===== config.mk =====
export PLATFORM = sky130hd
export DESIGN_NAME = dmem_arbiter_flat
export DESIGN_NICKNAME = d
export VERILOG_FILES = /design/src/rtl/dmem_pkg.sv /design/src/rtl/dmem_arbiter_if.sv /design/src/rtl/dmem_req_check.sv /design/src/rtl/dmem_arbiter.sv /design/src/flat_wrapper.sv
export SDC_FILE = /design/constraint.sdc
export NUM_CORES = 1
export LEC_CHECK = 0
export ABC_AREA = 1
export ABC_CLOCK_PERIOD_IN_PS = 1500
export BUFFER_PORTS_ARGS = -buffer_cell sky130_fd_sc_hd__buf_2
export CAP_MARGIN = 20
export CORE_ASPECT_RATIO = 1.2
export CORE_UTILIZATION = 35
export CTS_CLUSTER_SIZE = 10
export DETAILED_ROUTE_END_ITERATION = 8
export GPL_TIMING_DRIVEN = 0
export HOLD_SLACK_MARGIN = 0.02
export PLACE_DENSITY = 0.64
export SLEW_MARGIN = 20
export SYNTH_ARGS = -nofsm -noshare
export SYNTH_HDL_FRONTEND = slang
export SYNTH_SLANG_ARGS = --single-unit

===== constraint.sdc =====
create_clock -name clk -period 1.5 [get_ports clk]
set_input_delay 0.225 -clock clk [delete_from_list [all_inputs] [get_ports clk]]
set_output_delay 0.225 -clock clk [all_outputs]
set_load 0.05 [all_outputs]

===== src/rtl/dmem_pkg.sv =====
// -----------------------------------------------------------------------------
// dmem_pkg
// Shared types and constants for the data-memory arbiter slice.
//   arb_state_e : arbiter/sequencer FSM states
//   F3_*        : RISC-V load/store funct3 encodings
//   mem_req_t   : a latched request (we, func3, addr, wdata)
// ADDR_W_MAX bounds the address field of mem_req_t; the arbiter's ADDR_W
// must not exceed it.
// -----------------------------------------------------------------------------
package dmem_pkg;

  localparam int ADDR_W_MAX = 32;

  typedef enum logic [1:0] {
    IDLE   = 2'd0,
    ACCESS = 2'd1,
    RESP   = 2'd2
  } arb_state_e;

  localparam logic [2:0] F3_B  = 3'b000;
  localparam logic [2:0] F3_H  = 3'b001;
  localparam logic [2:0] F3_W  = 3'b010;
  localparam logic [2:0] F3_BU = 3'b100;
  localparam logic [2:0] F3_HU = 3'b101;

  typedef struct packed {
    logic                  we;
    logic [2:0]            func3;
    logic [ADDR_W_MAX-1:0] addr;
    logic [31:0]           wdata;
  } mem_req_t;

endpackage


===== src/rtl/dmem_arbiter_if.sv =====
// -----------------------------------------------------------------------------
// dmem_arbiter_if
// Request/response bundle between the two requesters (bit0 = core,
// bit1 = DMA/debug loader) and dmem_arbiter.
//   req_valid/req_ready : per-port handshake
//   req_we/func3/addr/wdata : per-port request payload
//   rsp_valid           : per-port one-cycle response pulse
//   rsp_rdata/rsp_err   : shared response data, qualified by rsp_valid
// Modports: master = requester side, slave = arbiter side.
// -----------------------------------------------------------------------------
interface dmem_arbiter_if #(
  parameter int ADDR_W = 32
);

  logic [1:0]             req_valid;
  logic [1:0]             req_ready;
  logic [1:0]             req_we;
  logic [1:0][2:0]        req_func3;
  logic [1:0][ADDR_W-1:0] req_addr;
  logic [1:0][31:0]       req_wdata;
  logic [1:0]             rsp_valid;
  logic [31:0]            rsp_rdata;
  logic                   rsp_err;

  modport master (
    output req_valid, req_we, req_func3, req_addr, req_wdata,
    input  req_ready, rsp_valid, rsp_rdata, rsp_err
  );

  modport slave (
    input  req_valid, req_we, req_func3, req_addr, req_wdata,
    output req_ready, rsp_valid, rsp_rdata, rsp_err
  );

endinterface


===== src/rtl/dmem_req_check.sv =====
// -----------------------------------------------------------------------------
// dmem_req_check
// Purely combinational legality check for one load/store request.
//   we_i    : 1 = store, 0 = load
//   func3_i : RISC-V funct3
//   addr_i  : byte address
//   err_o   : 1 when the request must not reach memory
// Loads accept B/H/W/BU/HU, stores accept B/H/W.
// Build option: define DMEM_ARB_MISALIGN_CHECK_EN to also flag misaligned
// halfword/word accesses; otherwise alignment is not examined.
// -----------------------------------------------------------------------------
module dmem_req_check
  import dmem_pkg::*;
#(
  parameter int ADDR_W = 32
) (
  input  logic              we_i,
  input  logic [2:0]        func3_i,
  input  logic [ADDR_W-1:0] addr_i,
  output logic              err_o
);

  logic func3_bad;
  logic misalign;
  logic unused_addr_bits;

  always_comb begin
    func3_bad = 1'b1;
    case (func3_i)
      F3_B, F3_H, F3_W: func3_bad = 1'b0;
      F3_BU, F3_HU:     func3_bad = we_i;  // unsigned variants are load-only
      default:          func3_bad = 1'b1;
    endcase
  end

`ifdef DMEM_ARB_MISALIGN_CHECK_EN
  always_comb begin
    misalign = 1'b0;
    if (func3_i[1:0] == 2'b01 && addr_i[0])
      misalign = 1'b1;
    if (func3_i[1:0] == 2'b10 && addr_i[1:0] != 2'b00)
      misalign = 1'b1;
  end
`else
  assign misalign = 1'b0;
`endif

  // Only the low address bits can matter here.
  assign unused_addr_bits = ^addr_i;

  assign err_o = func3_bad | misalign;

endmodule


===== src/rtl/dmem_arbiter.sv =====
// -----------------------------------------------------------------------------
// dmem_arbiter
// Two-requester arbiter and sequencer in front of a single-port data memory.
// Port 0 (core) has fixed priority; port 1 (DMA/debug) is forced through
// after MAX_WAIT consecutive denied IDLE cycles.
// Ports:
//   clk, rst_n   : clock (rising edge), asynchronous active-low reset
//   bus (slave)  : request/response bundle, see dmem_arbiter_if
//   mem_rd_en/mem_wr_en/mem_func3/mem_addr/mem_wdata : memory command,
//                  non-zero only during the single ACCESS cycle
//   mem_rdata    : combinational read data from memory
// Sequence: handshake in T, memory access in T+1, rsp_valid pulse in T+2.
// Build option: DMEM_ARB_MISALIGN_CHECK_EN (see dmem_req_check).
// -----------------------------------------------------------------------------
module dmem_arbiter
  import dmem_pkg::*;
#(
  parameter int MAX_WAIT = 4,   // 1..15
  parameter int ADDR_W   = 32   // <= ADDR_W_MAX
) (
  input  logic              clk,
  input  logic              rst_n,
  dmem_arbiter_if.slave     bus,
  output logic              mem_rd_en,
  output logic              mem_wr_en,
  output logic [2:0]        mem_func3,
  output logic [ADDR_W-1:0] mem_addr,
  output logic [31:0]       mem_wdata,
  input  logic [31:0]       mem_rdata
);

  localparam logic [3:0] MAX_WAIT_C = 4'(MAX_WAIT);

  arb_state_e  state_q;
  mem_req_t    req_q;
  logic        err_q;
  logic        port_q;
  logic [3:0]  wait_cnt_q;
  logic [3:0]  wait_cnt_d;
  logic        mem_rd_en_q;
  logic        mem_wr_en_q;
  logic [1:0]  rsp_valid_q;
  logic        rsp_err_q;
  logic [31:0] rsp_rdata_q;

  logic [1:0]        grant;
  logic              sel;
  logic              sel_we;
  logic [2:0]        sel_func3;
  logic [ADDR_W-1:0] sel_addr;
  logic [31:0]       sel_wdata;
  logic              chk_err;

  // Grant is combinational so ready rises in the same cycle as valid.
  // Gating with rst_n keeps ready low while reset is held.
  always_comb begin
    grant = 2'b00;
    if (rst_n && state_q == IDLE) begin
      if (bus.req_valid[1] && (!bus.req_valid[0] || wait_cnt_q == MAX_WAIT_C))
        grant = 2'b10;
      else if (bus.req_valid[0])
        grant = 2'b01;
    end
  end

  assign bus.req_ready = grant;
  assign sel           = grant[1];
  assign sel_we        = bus.req_we[sel];
  assign sel_func3     = bus.req_func3[sel];
  assign sel_addr      = bus.req_addr[sel];
  assign sel_wdata     = bus.req_wdata[sel];

  // Counter only advances in IDLE; it holds through ACCESS/RESP so a port-1
  // request waiting behind a port-0 transfer keeps its accumulated credit.
  always_comb begin
    wait_cnt_d = wait_cnt_q;
    if (!bus.req_valid[1] || grant[1])
      wait_cnt_d = 4'd0;
    else if (state_q == IDLE && wait_cnt_q != MAX_WAIT_C)
      wait_cnt_d = wait_cnt_q + 4'd1;
  end

  dmem_req_check #(
    .ADDR_W (ADDR_W)
  ) u_check (
    .we_i    (sel_we),
    .func3_i (sel_func3),
    .addr_i  (sel_addr),
    .err_o   (chk_err)
  );

  always_ff @(posedge clk or negedge rst_n) begin
    if (!rst_n) begin
      state_q     <= IDLE;
      req_q       <= '0;
      err_q       <= 1'b0;
      port_q      <= 1'b0;
      wait_cnt_q  <= 4'd0;
      mem_rd_en_q <= 1'b0;
      mem_wr_en_q <= 1'b0;
      rsp_valid_q <= 2'b00;
      rsp_err_q   <= 1'b0;
      rsp_rdata_q <= 32'd0;
    end else begin
      wait_cnt_q <= wait_cnt_d;
      case (state_q)
        IDLE: begin
          if (grant != 2'b00) begin
            req_q.we    <= sel_we;
            req_q.func3 <= sel_func3;
            req_q.addr  <= ADDR_W_MAX'(sel_addr);
            req_q.wdata <= sel_wdata;
            err_q       <= chk_err;
            port_q      <= sel;
            // Enables are registered here so they are glitch-free in ACCESS.
            mem_rd_en_q <= !chk_err && !sel_we;
            mem_wr_en_q <= !chk_err && sel_we;
            state_q     <= ACCESS;
          end
        end
        ACCESS: begin
          mem_rd_en_q <= 1'b0;
          mem_wr_en_q <= 1'b0;
          // Clearing the request zeroes the memory command outside ACCESS.
          req_q       <= '0;
          rsp_valid_q <= port_q ? 2'b10 : 2'b01;
          rsp_err_q   <= err_q;
          rsp_rdata_q <= (!err_q && !req_q.we) ? mem_rdata : 32'd0;
          state_q     <= RESP;
        end
        RESP: begin
          rsp_valid_q <= 2'b00;
          rsp_err_q   <= 1'b0;
          rsp_rdata_q <= 32'd0;
          state_q     <= IDLE;
        end
        default: state_q <= IDLE;
      endcase
    end
  end

  assign mem_rd_en     = mem_rd_en_q;
  assign mem_wr_en     = mem_wr_en_q;
  assign mem_func3     = req_q.func3;
  assign mem_addr      = req_q.addr[ADDR_W-1:0];
  assign mem_wdata     = req_q.wdata;
  assign bus.rsp_valid = rsp_valid_q;
  assign bus.rsp_err   = rsp_err_q;
  assign bus.rsp_rdata = rsp_rdata_q;

endmodule


===== src/flat_wrapper.sv =====
// flat-port wrapper written by rule: the top's interface ports become plain ports
module dmem_arbiter_flat import dmem_pkg::*;
#(
  parameter int MAX_WAIT = 4,           
  parameter int ADDR_W   = 32                   
)
  (clk, rst_n, mem_rd_en, mem_wr_en, mem_func3, mem_addr, mem_wdata, mem_rdata, bus_req_valid, bus_req_we, bus_req_func3, bus_req_addr, bus_req_wdata, bus_req_ready, bus_rsp_valid, bus_rsp_rdata, bus_rsp_err);
  dmem_arbiter_if #(.ADDR_W(ADDR_W)) bus_i ();
  input  logic clk;
  input  logic rst_n;
  output logic mem_rd_en;
  output logic mem_wr_en;
  output logic [2:0] mem_func3;
  output logic [ADDR_W-1:0] mem_addr;
  output logic [31:0] mem_wdata;
  input  logic [31:0] mem_rdata;
  input wire logic [$bits(bus_i.req_valid)-1:0] bus_req_valid;
  input wire logic [$bits(bus_i.req_we)-1:0] bus_req_we;
  input wire logic [$bits(bus_i.req_func3)-1:0] bus_req_func3;
  input wire logic [$bits(bus_i.req_addr)-1:0] bus_req_addr;
  input wire logic [$bits(bus_i.req_wdata)-1:0] bus_req_wdata;
  output wire logic [$bits(bus_i.req_ready)-1:0] bus_req_ready;
  output wire logic [$bits(bus_i.rsp_valid)-1:0] bus_rsp_valid;
  output wire logic [$bits(bus_i.rsp_rdata)-1:0] bus_rsp_rdata;
  output wire logic [$bits(bus_i.rsp_err)-1:0] bus_rsp_err;
  assign bus_i.req_valid = bus_req_valid;
  assign bus_i.req_we = bus_req_we;
  assign bus_i.req_func3 = bus_req_func3;
  assign bus_i.req_addr = bus_req_addr;
  assign bus_i.req_wdata = bus_req_wdata;
  assign bus_req_ready = bus_i.req_ready;
  assign bus_rsp_valid = bus_i.rsp_valid;
  assign bus_rsp_rdata = bus_i.rsp_rdata;
  assign bus_rsp_err = bus_i.rsp_err;
  dmem_arbiter #(.MAX_WAIT(MAX_WAIT), .ADDR_W(ADDR_W)) u_core (.clk(clk), .rst_n(rst_n), .bus(bus_i), .mem_rd_en(mem_rd_en), .mem_wr_en(mem_wr_en), .mem_func3(mem_func3), .mem_addr(mem_addr), .mem_wdata(mem_wdata), .mem_rdata(mem_rdata));
endmodule

==> flow_summary.ini, run 1 <==
[pwr]
ir_worst_vdd_v = 0.000825
powerDensity_mw_per_mm2 = 2140
clkPwrFrac = 0.212
power.net_switching_mw = 8.68
p_int_mw = 10.4
power.leakage_nw = 4.78
p_seq_frac = 0.243
p_sw_frac = 0.456
pwr-share-comb = 0.545

[synthesis]
synth-main-ff-cell = dfrtp_1
syn-cell-area_mm2 = 0.00572
postSynthCellCount = 664
synth-edff-count = 0
synthesis.nets = 842
synth_top_area_share = 0.494
ys_warn_count = 0
yosysUniqueCellTypes = 25
synth_area_per_cell_um2 = 8.62
async_reset_ff_frac = 1.00
synth_seq_cells = 113
synth_top_area_cell = dfrtp_1
ys_seq_area_frac = 0.494
synth.area.top_cells = dfrtp_1, o21ai_0, buf_4

[route]
vias = 5396
drc = 0
initialDrtViolationCount = 184
routed_wl_um = 16800
dr.pass1.iters = 4
wl_per_cell_um = 13.8
vias_per_cell = 4.43
antenna_left = 0

[clock_tree]
root_buffer = clkbuf_16
clock_latency_ns = 0.41
clk_pin_slew_worst_paths_ns = 0.05
cts_max_level = 4
clockBufferDepth = 2
cts_buffers = 17
clock_sinks = 113
cts_tree = done

[finish]
n_fill_cell = 1472
syn2layout_area_growth_pct = 55.7
multiInputGateArea_mm2 = 0.00225
drive_gt1_frac = 0.504
fin_cells = 1218
fin_util = 0.565
nets = 1175
diodes = 0
regArea_mm2 = 0.00283

[sta]
clock.fmax_mhz = 496
fin_crit_sh = 1.34
setup-violations-final = 80
slew_headroom = 0.714
finClkSkew_ns = 0.00823
rsz0062_at_grt = yes
tightest_slew_ns = 0.428
hold_viol = 48
worst_hold_slack_ns = -0.277
slew_violations = 0
worst_slack_ns = -0.515
layout_min_cycle_time_ns = 2.02

[floorplanning]
rows = 50
dieWidth_um = 119
die_y_um = 142
initial_core_util = 0.363
die-area_mm2 = 0.0169
fp.coreArea_mm2 = 0.0158
ioPinCount = 278

[flow_run]
maxCapViolations = 0

[grt]
antenna_found_initial = 1
grt_pass1_wl_um = 25700
grt_max_degree = 67
grt_overflow = 0
grtUsageTotal = 0.196
grt_pass1_vias = 5168

[setup_path]
crit_arrival_ns = 1.79
crit_path_end_kind = primary output
r2r_start = u_core.wait_cnt_q[1]$_DFFE_PN0P_
r2r_setup_slack_ns = -0.39
cp.required_ns = 1.27
reg2reg_depth = 13
start_kind = flop
crit_fanout = 2
crit_type = flop to primary output
worstReg2RegEnd = u_core.mem_addr[16]$_DFFE_PN0P_

[placed_design]
dp_hpwl_um = 11700
io_buffers = 277
placed_cells = 1150
place_congestion = 0.767

[worst_hold_path]
hold_class = input port to async pin

[status]
violations = hold timing, setup timing
status = finished with violations
registers in the layout (all words and copies together) (netlist names), 2 cells and up:
register and cells:
u_core.mem_func3 3, u_core.mem_addr 32, u_core.state_q 2, u_core.bus.rsp_valid 2
u_core.bus.rsp_rdata 32, u_core.mem_wdata 32, u_core.wait_cnt_q 4
routing by layer:
layer,vias up,wire length [um],part of all wire,GRT usage
met3,24,1070,0.064,0.0637
li1,2735,-,-,-
met1,2448,6780,0.40,0.232
met2,187,8550,0.51,0.330
met4,2,365,0.022,0.0753
met5,-,13,0.00077,0
cells by family (layout without fill, tap and decap cells):
kind of cell	after synthesis	count (layout)	share of synthesized area
AND/OR/NAND/NOR	211	211	0.172
XOR/XNOR	2	2	0.00306
flip-flops	113	113	0.494
adder cells (fa/ha/maj)	6	6	0.0131
buffers and inverters	155	501	0.160
AO/OA/AOI/OAI	177	177	0.158
critical path, stage by stage (launching register included):
cell     delay (ns)
dfrtp_1        0.39
inv_2          0.09
ha_4           0.14
nand2_1        0.06
inv_2          0.10
nand3_4        0.09
buf_12         0.15
inv_8          0.04
buf_12         0.09
buf_12         0.10
buf_12         0.12
area by class of cell:
cell class | instances | share of cell area
clock inverter | 13 | 0.0167
timing repair buffer | 314 | 0.206
multi-input combinational | 396 | 0.252
inverter | 53 | 0.0240
clock buffer | 19 | 0.0508
buffer | 102 | 0.104
tap | 208 | 0.0292
sequential | 113 | 0.317
worst max path at each step:
stage	endpoint	start	slack, ns	cells past startpoint
3_3_place_gp	bus_req_ready[1]	rst_n	-2.30	9
5_1_grt	bus_req_ready[1]	u_core.wait_cnt_q[1]$_DFFE_PN0P_	-0.59	10
4_1_cts	bus_req_ready[1]	u_core.wait_cnt_q[0]$_DFFE_PN0P_	-0.52	10
6_report	bus_req_ready[1]	u_core.state_q[1]$_DFFE_PN0P_	-0.52	10
2_1_floorplan	u_core.mem_addr[10]$_DFFE_PN0P_	u_core.wait_cnt_q[1]$_DFFE_PN0P_	-0.10	10
3_5_place_dp	bus_req_ready[1]	rst_n	-0.94	10
what timing repair did:
item / 4_1_cts / 5_1_grt
endpoints found under the hold margin: 48 / 48
gates cloned: 2 / 5
pin swaps: 4 / 2
setup buffers: 18 / 12
gates resized for setup: 126 / 105
endpoints found under the setup margin: 112 / 112
power groups by stage:
| stage | Combinational, mW | Sequential (mW) | Clock (mW) |
|---|---|---|---|
| 6_report | 10.4 | 4.63 | 4.04 |
| 3_5_place_dp | 8.65 | 4.67 | 0 |
| 5_1_grt | 11.1 | 4.73 | 4.29 |
| 2_1_floorplan | 5.32 | 5.83 | 0 |
| 3_3_place_gp | 8.56 | 4.63 | 0 |
| 4_1_cts | 9.27 | 4.62 | 4.13 |
layout by cell type, fill, tap and decap left out, types with 14 or more instances in the layout:
cell type	n
o21ai_2	28
buf_4	93
inv_1	44
buf_6	14
o21ai_1	134
or2_0	64
buf_2	276
dfrtp_1	113
nand2_1	122
clkbuf_16	23
stage by stage:
stage | total power, mW | TNS (ns) | worst slack (ns) | instance area, um2 | hold slack (ns)
floorplan | 11.2 | -6.36 | -0.101 | 5800 | -0.0706
global placement | 13.2 | -322.50 | -2.30 | 7440 | 0.447
detailed placement | 13.3 | -72.88 | -0.941 | 7480 | 0.203
CTS | 18.0 | -30.06 | -0.519 | 8510 | -0.285
global route | 20.1 | -33.29 | -0.595 | 8910 | -0.264
finish | 19.0 | -25.32 | -0.515 | 8910 | -0.277
synth_stat cells (2+ instances only):
library cell / instances
a21oi_1: 2
buf_2: 5
buf_4: 67
buf_6: 10
clkbuf_1: 20
dfrtp_1: 113
ha_1: 6
inv_1: 51
nand2_1: 130
nand2_2: 4
nand3_1: 5
nand4_1: 3
nor2_1: 3
o21ai_0: 108
o21ai_1: 64
or2_0: 64
(Power assumes the default switching activity.)
==> run 2, diff against run 1 <==
--- a/config.mk
+++ b/config.mk
@@ -15,7 +15,8 @@
 export DETAILED_ROUTE_END_ITERATION = 8
 export GPL_TIMING_DRIVEN = 0
 export HOLD_SLACK_MARGIN = 0.02
-export PLACE_DENSITY = 0.64
+export PLACE_DENSITY = 0.66
+export SKIP_CTS_REPAIR_TIMING = 1
 export SLEW_MARGIN = 20
 export SYNTH_ARGS = -nofsm -noshare
 export SYNTH_HDL_FRONTEND = slang
==> flow_summary.ini, run 2 (synthesis results as in run 1) <==
[status]
status = finished with violations
violations = hold timing, setup timing

[finish]
multiInputGateArea_mm2 = 0.00218
syn2layout_area_growth_pct = 49.9
nets = 1165
mostFrequentLayoutCells = buf_2, nand2_1, o21ai_1, dfrtp_1, buf_4
layout_commonest_cell = buf_2
drive_gt1_frac = 0.489
regArea_mm2 = 0.00283
n_fill_cell = 1570
fin_util = 0.544

[sta]
finClkSkew_ns = 0.00658
worst_hold_slack_ns = -0.272
layout_min_cycle_time_ns = 2.08
setup-violations-final = 96
rsz0062_at_grt = yes
worst_slack_ns = -0.578
hold_viol = 50
tightest_slew_ns = 0.444
tns_ns = -24.16
slew_headroom = 0.704
fin_crit_sh = 1.39
slew_violations = 0
clock.fmax_mhz = 481

[grt]
grtUsageTotal = 0.187
grt_pass1_vias = 4907
grt_overflow = 0
grt_pass1_wl_um = 24600
grt_max_degree = 65
antenna_found_initial = 0

[setup_path]
cp_common_cell = buf_12
start_kind = flop
crit_path_cell_trace = inv_2 > ha_4 > nand3_4 > nand2_4 > nand3_4 > buf_12 > clkinv_8 > buf_12 > buf_12 > buf_12
critical_path.max_stage_delay_ns = 0.38
slowest_stage = dfrtp_1
critical_path.top_delay_family = buffers and inverters
crit_path_end_kind = primary output
critical_path_buf_inv_count = 6
crit_arrival_ns = 1.85
cp.required_ns = 1.27
crit_fanout = 8
crit_type = flop to primary output

[clock_tree]
cts_max_level = 4
clk_pin_slew_worst_paths_ns = 0.05
clockBufferDepth = 2
root_buffer = clkbuf_16
clock_latency_ns = 0.41
cts_tree = done
clock_sinks = 113
cts_buffers = 17

[floorplanning]
die_y_um = 142
initial_core_util = 0.363
ioPinCount = 278
die-area_mm2 = 0.0169
dieWidth_um = 119
fp.coreArea_mm2 = 0.0158
rows = 50

[placed_design]
dp_hpwl_um = 11700
io_buffers = 277
dp_slack_ns = -0.947
place_congestion = 0.773

[route]
vias = 5363
routed_wl_um = 16200
initialDrtViolationCount = 163
dr.pass1.iters = 4
drc = 0
antenna_left = 0
wl_per_cell_um = 13.4
vias_per_cell = 4.44

[flow_run]
maxCapViolations = 0

[pwr]
ir_worst_vdd_v = 0.000832
p_sw_frac = 0.462
power.leakage_nw = 4.62
p_int_mw = 9.73
power.net_switching_mw = 8.34
p_seq_frac = 0.256
power.total_mw = 18.1
powerDensity_mw_per_mm2 = 2110
pwr-share-comb = 0.541
clkPwrFrac = 0.203

[worst_hold_path]
hold_class = input port to async pin
==> run 2: cell count changes in the layout (fill, tap and decap cells not counted), sizes merged <==
cell      delta
bufinv       -1
clkbuf       -8
clkinv       +6
clkinvlp     -1
diode        +1
inv          -6
==> run 2: worst paths after layout <==
path / from / to / slack, ns / cells past startpoint
max: u_core.wait_cnt_q[0]$_DFFE_PN0P_ / bus_req_ready[1] / -0.58 / 10
min reg2reg: u_core.port_q$_DFFE_PN0P_ / u_core.bus.rsp_valid[0]$_DFFE_PN0P_ / 0.46 / 1
min in group clk: mem_rdata[28] / u_core.bus.rsp_rdata[28]$_DFFE_PN0P_ / 0.06 / 3
max reg2reg: u_core.wait_cnt_q[0]$_DFFE_PN0P_ / u_core.err_q$_DFFE_PN0P_ / -0.40 / 14
min: rst_n / u_core.mem_addr[30]$_DFFE_PN0P_ / -0.27 / 1
max in group asynchronous: rst_n / u_core.bus.rsp_rdata[18]$_DFFE_PN0P_ / 1.16 / 2
==> run 2: routing by layer <==
metal | track usage | routed length (um)
met1 | 0.225 | 6580
met2 | 0.317 | 8320
met3 | 0.0561 | 1040
met4 | 0.0666 | 245
met5 | 0 | 0
==> run 2: layout make-up <==
cell class | count | share of cell area
Sequential cell | 113 | 0.330
Multi-Input combinational cell | 396 | 0.254
Timing Repair Buffer | 306 | 0.197
Buffer | 100 | 0.100
Clock buffer | 21 | 0.0525
Tap cell | 208 | 0.0303
Inverter | 53 | 0.0251
Clock inverter | 11 | 0.0105
Antenna cell | 1 | 0.000292
==> run 2: worst reg2reg max path, cell delays in order (launching register included) <==
cell	delay, ns
dfrtp_1	0.38
inv_2	0.09
ha_4	0.16
nand3_4	0.08
nand2_4	0.10
nand3_4	0.10
buf_12	0.16
buf_4	0.17
buf_12	0.15
nand2_2	0.06
nand2_2	0.06
nand2_2	0.08
nand2_1	0.07
nand3_1	0.09
nand2_1	0.05
==> run 2: stage by stage <==
stage          area, um2  cells
6_report            8580   1209
5_1_grt             8570   1208
4_1_cts             8020   1182
3_5_place_dp        7480   1150
3_3_place_gp        7440   1149
2_1_floorplan       5800    664
==> run 2: power by group through the flow <==
stage                     logic [mW]  clock network [mW]  registers (mW)
after CTS                       8.68                3.79            4.63
after floorplan                 5.32                   0            5.83
final                           9.78                3.68            4.62
after global placement          8.54                   0            4.63
after global routing            10.5                3.93            4.75
after detailed placement        8.66                   0            4.67
